<file path="src/rtl/rtc_bus_pkg.sv">
// Shared definitions for the RTC multiplexed address/data bus sequencer
// and the access-time delay stage that partners with it.
package rtc_bus_pkg;

    typedef enum logic [2:0] {
        ST_IDLE       = 3'd0,
        ST_ADDR_SETUP = 3'd1,
        ST_ADDR_LATCH = 3'd2,
        ST_DATA_START = 3'd3,
        ST_WAIT_ACC   = 3'd4,
        ST_WAIT_END   = 3'd5,
        ST_RECOVER    = 3'd6,
        ST_DONE       = 3'd7
    } rtc_state_e;

    localparam logic RW_WRITE = 1'b0;
    localparam logic RW_READ  = 1'b1;

    localparam int DEF_ADDR_CYC    = 2;
    localparam int DEF_HOLD_CYC    = 1;
    localparam int DEF_REC_CYC     = 2;
    localparam int DEF_TIMEOUT_CYC = 32;
    localparam int DEF_TW          = 6;

    // Phase counter width; phase lengths are small configuration constants.
    localparam int PHASE_W = 8;

endpackage

</file>
<file path="src/rtl/rtc_phase_counter.sv">
// Loadable down-counter with a zero flag. Holds at zero once it gets there,
// so a stalled phase can never wrap back to a large count.
module rtc_phase_counter #(
    parameter int W = 8
) (
    input  logic         clk_i,
    input  logic         reset_n_i,
    input  logic         load_i,
    input  logic [W-1:0] load_val_i,
    input  logic         en_i,
    output logic         zero_o
);

    logic [W-1:0] cnt_q;
    logic [W-1:0] cnt_d;

    always_comb begin
        cnt_d = cnt_q;
        if (load_i) begin
            cnt_d = load_val_i;
        end else if (en_i && (cnt_q != '0)) begin
            cnt_d = cnt_q - W'(1);
        end
    end

    always_ff @(posedge clk_i) begin
        if (!reset_n_i) begin
            cnt_q <= '0;
        end else begin
            cnt_q <= cnt_d;
        end
    end

    assign zero_o = (cnt_q == '0);

endmodule

</file>
<file path="src/rtl/rtc_bus_sequencer.sv">
// Runs one read or write cycle on the multiplexed RTC bus and uses the
// delayed access window from the delay stage to time capture and strobe end.
//
// state       | meaning
// ------------+----------------------------------------------------------
// IDLE        | bus released, waiting for start_i
// ADDR_SETUP  | cs low, ALE high, address driven (ADDR_CYC cycles)
// ADDR_LATCH  | ALE low, address held (HOLD_CYC cycles)
// DATA_START  | strobe asserted, one-cycle request to the delay stage
// WAIT_ACC    | strobe held, waiting for the access window to open
// WAIT_END    | strobe held, waiting for the access window to close
// RECOVER     | all strobes and cs released (REC_CYC cycles)
// DONE        | one-cycle completion pulse
module rtc_bus_sequencer
    import rtc_bus_pkg::*;
#(
    parameter int ADDR_CYC    = DEF_ADDR_CYC,
    parameter int HOLD_CYC    = DEF_HOLD_CYC,
    parameter int REC_CYC     = DEF_REC_CYC,
    parameter int TIMEOUT_CYC = DEF_TIMEOUT_CYC,
    parameter int TW          = DEF_TW
) (
    input  logic       clk_i,
    input  logic       reset_n_i,
    input  logic       start_i,
    input  logic       rw_i,
    input  logic [7:0] addr_i,
    input  logic [7:0] wdata_i,
    input  logic [7:0] ad_in_i,
    output logic [7:0] ad_out_o,
    output logic       ad_oe_o,
    output logic       cs_n_o,
    output logic       ale_o,
    output logic       rd_n_o,
    output logic       wr_n_o,
    output logic       tacc_en_o,
    output logic       tacc_req_n_o,
    input  logic       tacc_win_n_i,
    output logic [7:0] rdata_o,
    output logic       busy_o,
    output logic       done_o,
    output logic       error_o
);

    rtc_state_e state_q, state_d;
    logic       rw_q, rw_d;
    logic [7:0] addr_q, addr_d;
    logic [7:0] wdata_q, wdata_d;

    logic [7:0] ad_out_q, ad_out_d;
    logic [7:0] rdata_q, rdata_d;
    logic       ad_oe_q, ad_oe_d;
    logic       cs_n_q, cs_n_d;
    logic       ale_q, ale_d;
    logic       rd_n_q, rd_n_d;
    logic       wr_n_q, wr_n_d;
    logic       tacc_en_q, tacc_en_d;
    logic       tacc_req_n_q, tacc_req_n_d;
    logic       busy_q, busy_d;
    logic       done_q, done_d;
    logic       error_q, error_d;

    logic               ph_load;
    logic [PHASE_W-1:0] ph_load_val;
    logic               ph_zero;
    logic               to_load;
    logic               to_en;
    logic               to_zero;

    rtc_phase_counter #(.W(PHASE_W)) u_phase_cnt (
        .clk_i      (clk_i),
        .reset_n_i  (reset_n_i),
        .load_i     (ph_load),
        .load_val_i (ph_load_val),
        .en_i       (1'b1),
        .zero_o     (ph_zero)
    );

    rtc_phase_counter #(.W(TW)) u_timeout_cnt (
        .clk_i      (clk_i),
        .reset_n_i  (reset_n_i),
        .load_i     (to_load),
        .load_val_i (TW'(TIMEOUT_CYC - 1)),
        .en_i       (to_en),
        .zero_o     (to_zero)
    );

    // Next state and captured request fields.
    always_comb begin
        state_d = state_q;
        rw_d    = rw_q;
        addr_d  = addr_q;
        wdata_d = wdata_q;
        rdata_d = rdata_q;
        error_d = error_q;
        case (state_q)
            ST_IDLE: begin
                if (start_i) begin
                    state_d = ST_ADDR_SETUP;
                    rw_d    = rw_i;
                    addr_d  = addr_i;
                    wdata_d = wdata_i;
                    error_d = 1'b0;
                end
            end
            ST_ADDR_SETUP: if (ph_zero) state_d = ST_ADDR_LATCH;
            ST_ADDR_LATCH: if (ph_zero) state_d = ST_DATA_START;
            ST_DATA_START: state_d = ST_WAIT_ACC;
            ST_WAIT_ACC: begin
                if (!tacc_win_n_i) begin
                    state_d = ST_WAIT_END;
                    if (rw_q == RW_READ) rdata_d = ad_in_i;
                end else if (to_zero) begin
                    state_d = ST_RECOVER;
                    error_d = 1'b1;
                end
            end
            ST_WAIT_END: begin
                if (tacc_win_n_i) begin
                    state_d = ST_RECOVER;
                end else if (to_zero) begin
                    state_d = ST_RECOVER;
                    error_d = 1'b1;
                end
            end
            ST_RECOVER: if (ph_zero) state_d = ST_DONE;
            ST_DONE:    state_d = ST_IDLE;
            default:    state_d = ST_IDLE;
        endcase
    end

    // Pin values are decoded from the next state so every output is a flop.
    always_comb begin
        cs_n_d       = 1'b1;
        ale_d        = 1'b0;
        ad_oe_d      = 1'b0;
        ad_out_d     = ad_out_q;
        rd_n_d       = 1'b1;
        wr_n_d       = 1'b1;
        tacc_en_d    = 1'b0;
        tacc_req_n_d = 1'b1;
        done_d       = 1'b0;
        busy_d       = (state_d != ST_IDLE);
        case (state_d)
            ST_ADDR_SETUP: begin
                cs_n_d   = 1'b0;
                ale_d    = 1'b1;
                ad_oe_d  = 1'b1;
                ad_out_d = addr_d;
            end
            ST_ADDR_LATCH: begin
                cs_n_d   = 1'b0;
                ad_oe_d  = 1'b1;
                ad_out_d = addr_d;
            end
            ST_DATA_START, ST_WAIT_ACC, ST_WAIT_END: begin
                cs_n_d    = 1'b0;
                tacc_en_d = 1'b1;
                if (state_d == ST_DATA_START) tacc_req_n_d = 1'b0;
                if (rw_d == RW_READ) begin
                    rd_n_d = 1'b0;
                end else begin
                    wr_n_d   = 1'b0;
                    ad_oe_d  = 1'b1;
                    ad_out_d = wdata_d;
                end
            end
            ST_DONE: done_d = 1'b1;
            default: ;
        endcase
    end

    always_comb begin
        ph_load     = (state_d != state_q);
        ph_load_val = '0;
        case (state_d)
            ST_ADDR_SETUP: ph_load_val = PHASE_W'(ADDR_CYC - 1);
            ST_ADDR_LATCH: ph_load_val = PHASE_W'(HOLD_CYC - 1);
            ST_RECOVER:    ph_load_val = PHASE_W'(REC_CYC - 1);
            default:       ph_load_val = '0;
        endcase
    end

    assign to_load = (state_d != state_q) &&
                     ((state_d == ST_WAIT_ACC) || (state_d == ST_WAIT_END));
    assign to_en   = (state_q == ST_WAIT_ACC) || (state_q == ST_WAIT_END);

    always_ff @(posedge clk_i) begin
        if (!reset_n_i) begin
            state_q      <= ST_IDLE;
            rw_q         <= RW_WRITE;
            addr_q       <= '0;
            wdata_q      <= '0;
            ad_out_q     <= '0;
            rdata_q      <= '0;
            ad_oe_q      <= 1'b0;
            cs_n_q       <= 1'b1;
            ale_q        <= 1'b0;
            rd_n_q       <= 1'b1;
            wr_n_q       <= 1'b1;
            tacc_en_q    <= 1'b0;
            tacc_req_n_q <= 1'b1;
            busy_q       <= 1'b0;
            done_q       <= 1'b0;
            error_q      <= 1'b0;
        end else begin
            state_q      <= state_d;
            rw_q         <= rw_d;
            addr_q       <= addr_d;
            wdata_q      <= wdata_d;
            ad_out_q     <= ad_out_d;
            rdata_q      <= rdata_d;
            ad_oe_q      <= ad_oe_d;
            cs_n_q       <= cs_n_d;
            ale_q        <= ale_d;
            rd_n_q       <= rd_n_d;
            wr_n_q       <= wr_n_d;
            tacc_en_q    <= tacc_en_d;
            tacc_req_n_q <= tacc_req_n_d;
            busy_q       <= busy_d;
            done_q       <= done_d;
            error_q      <= error_d;
        end
    end

    assign ad_out_o     = ad_out_q;
    assign ad_oe_o      = ad_oe_q;
    assign cs_n_o       = cs_n_q;
    assign ale_o        = ale_q;
    assign rd_n_o       = rd_n_q;
    assign wr_n_o       = wr_n_q;
    assign tacc_en_o    = tacc_en_q;
    assign tacc_req_n_o = tacc_req_n_q;
    assign rdata_o      = rdata_q;
    assign busy_o       = busy_q;
    assign done_o       = done_q;
    assign error_o      = error_q;

endmodule

</file>
<file path="config.mk">
export PLATFORM = sky130hd
export DESIGN_NAME = rtc_bus_sequencer
export DESIGN_NICKNAME = d
export VERILOG_FILES = /design/src/rtl/rtc_bus_pkg.sv /design/src/rtl/rtc_phase_counter.sv /design/src/rtl/rtc_bus_sequencer.sv
export SDC_FILE = /design/constraint.sdc
export NUM_CORES = 1
export LEC_CHECK = 0
export BUFFER_PORTS_ARGS = -buffer_cell sky130_fd_sc_hd__buf_2
export CAP_MARGIN = 40
export CELL_PAD_IN_SITES_DETAIL_PLACEMENT = 0
export CELL_PAD_IN_SITES_GLOBAL_PLACEMENT = 2
export CORE_MARGIN = 5
export CORE_UTILIZATION = 35
export CTS_BUF_LIST = sky130_fd_sc_hd__clkbuf_16
export DETAILED_ROUTE_END_ITERATION = 10
export PLACE_DENSITY = 0.89
export SETUP_SLACK_MARGIN = 0.1
export SYNTH_ARGS = -nofsm -noshare
export SYNTH_HDL_FRONTEND = slang
export SYNTH_SLANG_ARGS = --single-unit
</file>
<file path="constraint.sdc">
create_clock -name clk_i -period 3.7 [get_ports clk_i]
set_input_delay 0 -clock clk_i [delete_from_list [all_inputs] [get_ports clk_i]]
set_output_delay 0 -clock clk_i [all_outputs]
set_load 0.01 [all_outputs]
</file>
==> results.md <==
- Placement Cell Area: just over 3000 um^2
- Syn_nets: 330
- Synth Warn #: 0
- Largest net degree at the start of global routing: 51
- Number of global-route vias before repair: around 2300
- Final Power: 2.83 mW
- Post-layout minimum cycle time: 2.25 ns
- Clock-pin slew on the worst setup and hold paths: roughly 0.05 ns
- Register area share after synthesis: 44.7%
- Die X: 97.6 um
- Diode count: 0
- Routed vias: 2314
- Final Cell Area: 3590 um^2
- Slew headroom: a little under half
- EDFF count, synth: 0
- Fin Setup TNS: 0 ns
- Grt peak-use layer: met2
- Initial Util: 35.3%
- Synth Instances: 299
- Fmax: 0.444 GHz
- RePlAce Congestion: approximately 0.78
- Pwr Density: roughly 800 nW/um^2
- Final setup violation count: 0
- Compound-gate portion of the synthesized area: between 10 and 15%
- DRT iter0 DRCs: 110
- Chip Height: 97.6 um
- Flop-to-flop setup slack: 1.45 ns
- Cell Area, Synth: 2690 um^2
- HP Start: start_i
- CTS resizes: 0
- Post-DRT Antenna Nets: 0
- RSZ-0062 raised after global routing: no
- Final #Nets: 409
- Commonest non-fill, non-tap cells in the layout: dfxtp_1 (60), buf_2 (54), nor2_1 (29), nor2b_1 (26)
- Post-synth ARST share: 0%
- Peak VDD IR: 0.000324 V
- Max H-tree Level: 3
- IO Pins: 55
- Largest family of logic cells by synthesized area: simple AND/OR/NAND/NOR gates
- Vias/cell: 4.77
- CTS Root Cell: clkbuf_16
- Layout overhead on the synthesized area: 33.8%
- GR Layer Usage met3: roughly 5.3%
- Synth Area in XOR/XNOR: ~3.3%
- Buffers on Ports: 54
- Adder-cell share of the synthesized area: 1.30%
- Critical Path End Type: flop
- WP data arrival: between 2 and 2.5 ns
- Grt met2 use: 22.5%
- Actual slew at the worst max-slew pin: ~0.8 ns
- Clk buf depth: 2
- Avg WL per Cell: 13.4 um
- Worst setup path start: u_phase_cnt.cnt_q[0]
- Fin crit share: 60.9%
- CP Launch Type: flop
- Clock sink count: 60
- Worst slack, placed: 1.47 ns
- Cell row count: 32
- Status: finished clean
- Initial antenna violation count: 0
- Final worst slack: 1.45 ns
- Register bit total from synthesis: 60
- Remaining Overflow, GRT: 0
- Routed wire length: 6.51 mm
- Cell leakage power: 1.56 nW
- DRT Pass-1 Iters: 4
- First-pass GRT wire length: 10.9 mm
- Post-synthesis simple-gate area fraction: roughly 23%
- Final Max Tran Viols: 0
- Inserted Clock Buffers: 9
- Clk Latency, worst-skew pair: 0.32 ns
- Filler cells: ~750
- Reg2reg start: u_phase_cnt.cnt_q[0]
- Crit path kind: flop to flop
- Worst Path Max Fanout: 9
- Yosys cell types: 43
- Core Area: 7610 um^2
- Hold crit path type: input port to flop
- Met1 usage: 17.5%
- Die ar.: roughly 9500 um^2
- Worst EP required: around 3.9 ns
- Avg Cell Area, Syn: ~9.0 um^2
- Final hold viol count: 0
- DRC violations left: 0
- HPWL after detailed placement: around 4.3 mm
- Share of cells above drive strength 1: 20.6%
- Mux contribution to synthesized area: 9.31%
- Tot GR Track Use: roughly 14%
- Max-cap violations: 0
- Most common cell after layout, fill and taps aside: dfxtp_1
- Layout Skew: 0.00639 ns
- Most used DFF post-synth: dfxtp_1
- CTS tree: done
- Final Hold Slack: 0.0511 ns
-- path summary, 6_finish.rpt --
| path | endpoint | cells past startpoint |
|---|---|---|
| worst max-delay path | u_phase_cnt.cnt_q[1] | 8 |
| worst min-delay path | ale_o | 2 |
| worst max register to register | u_phase_cnt.cnt_q[1] | 8 |
| worst min register to register | error_o | 2 |
-- worst max-delay path, stage by stage, from the launching register on --
cell	delay, ns
dfxtp_1	0.37
inv_1	0.06
ha_1	0.23
nor3b_1	0.18
nand2_1	0.26
nor2_1	0.12
o311a_1	0.39
nand2b_1	0.26
a211oi_1	0.29
-- cell usage after synthesis, types with 4 or more instances --
cell       n  area (um^2)
dfxtp_1   60         1200
o21a_1    12         90.1
nand2_1   19         71.3
a21boi_0   6         45.0
nor2_1    29          109
xnor2_1    7         61.3
nand2b_1   4         25.0
o21ai_0   14         70.1
inv_1     14         52.6
nand3_1   11         55.1
a21oi_1   14         70.1
clkbuf_1   8         30.0
nor2b_1   26          163
mux2i_1   25          250
and3_1     9         56.3
-- report_power, final --
part | total (mW) | switching, mW | internal [mW]
sequential | 0.901 | 0.0990 | 0.802
clock | 0.828 | 0.304 | 0.524
combinational | 1.10 | 0.620 | 0.479
-- logic make-up after synthesis --
kind of cell | Yosys count
AND/OR/NAND/NOR | 115
flip-flops | 60
AO/OA/AOI/OAI | 59
buffers and inverters | 27
multiplexers | 25
XOR/XNOR | 10
adder cells (fa/ha/maj) | 3
-- timing repair --
action | 4_1_cts | 5_1_grt
hold endpoints to repair | 26 | 0
hold buffers | 25 | 0
buffers inserted | 0 | 0
-- registers in the layout, indices dropped and copies added (netlist names) --
| register | cells |
|---|---|
| addr_q | 8 |
| u_timeout_cnt.cnt_q | 6 |
| rdata_o | 8 |
| wr_n_o | 1 |
| u_phase_cnt.cnt_q | 8 |
| error_o | 1 |
| ad_out_o | 8 |
| done_o | 1 |
| wdata_q | 8 |
| ale_o | 1 |
| tacc_en_o | 1 |
| state_q | 3 |
| busy_o | 1 |
| tacc_req_n_o | 1 |
| ad_oe_o | 1 |
| rd_n_o | 1 |
| rw_q | 1 |
| cs_n_o | 1 |
-- per-stage QoR --
stage | utilization (%) | cells
global route | 47.3 | 485
global placement | 40.0 | 444
CTS | 47.3 | 485
floorplan | - | 299
finish | 47.3 | 485
detailed placement | 40.0 | 444
-- cell type report --
type                    count  area (um^2)  share of cell area, %
well taps                 102          128                   3.55
multi-input cells         212         1380                   38.3
clock buffers               9          225                   6.27
flip-flops and latches     60         1200                   33.4
repair buffers             81          536                   14.9
inverters                  14         52.6                   1.46
clock inverters             7         76.3                   2.12
-- layer usage --
| layer | vias to the layer above | part of all wire, % |
|---|---|---|
| met2 | 67 | 47 |
| met4 | 0 | 1.2 |
| li1 | 1181 | - |
| met3 | 8 | 6.0 |
| met1 | 1058 | 46 |
| met5 | - | 0 |
No activity file was read; power rests on OpenSTA's default activity.
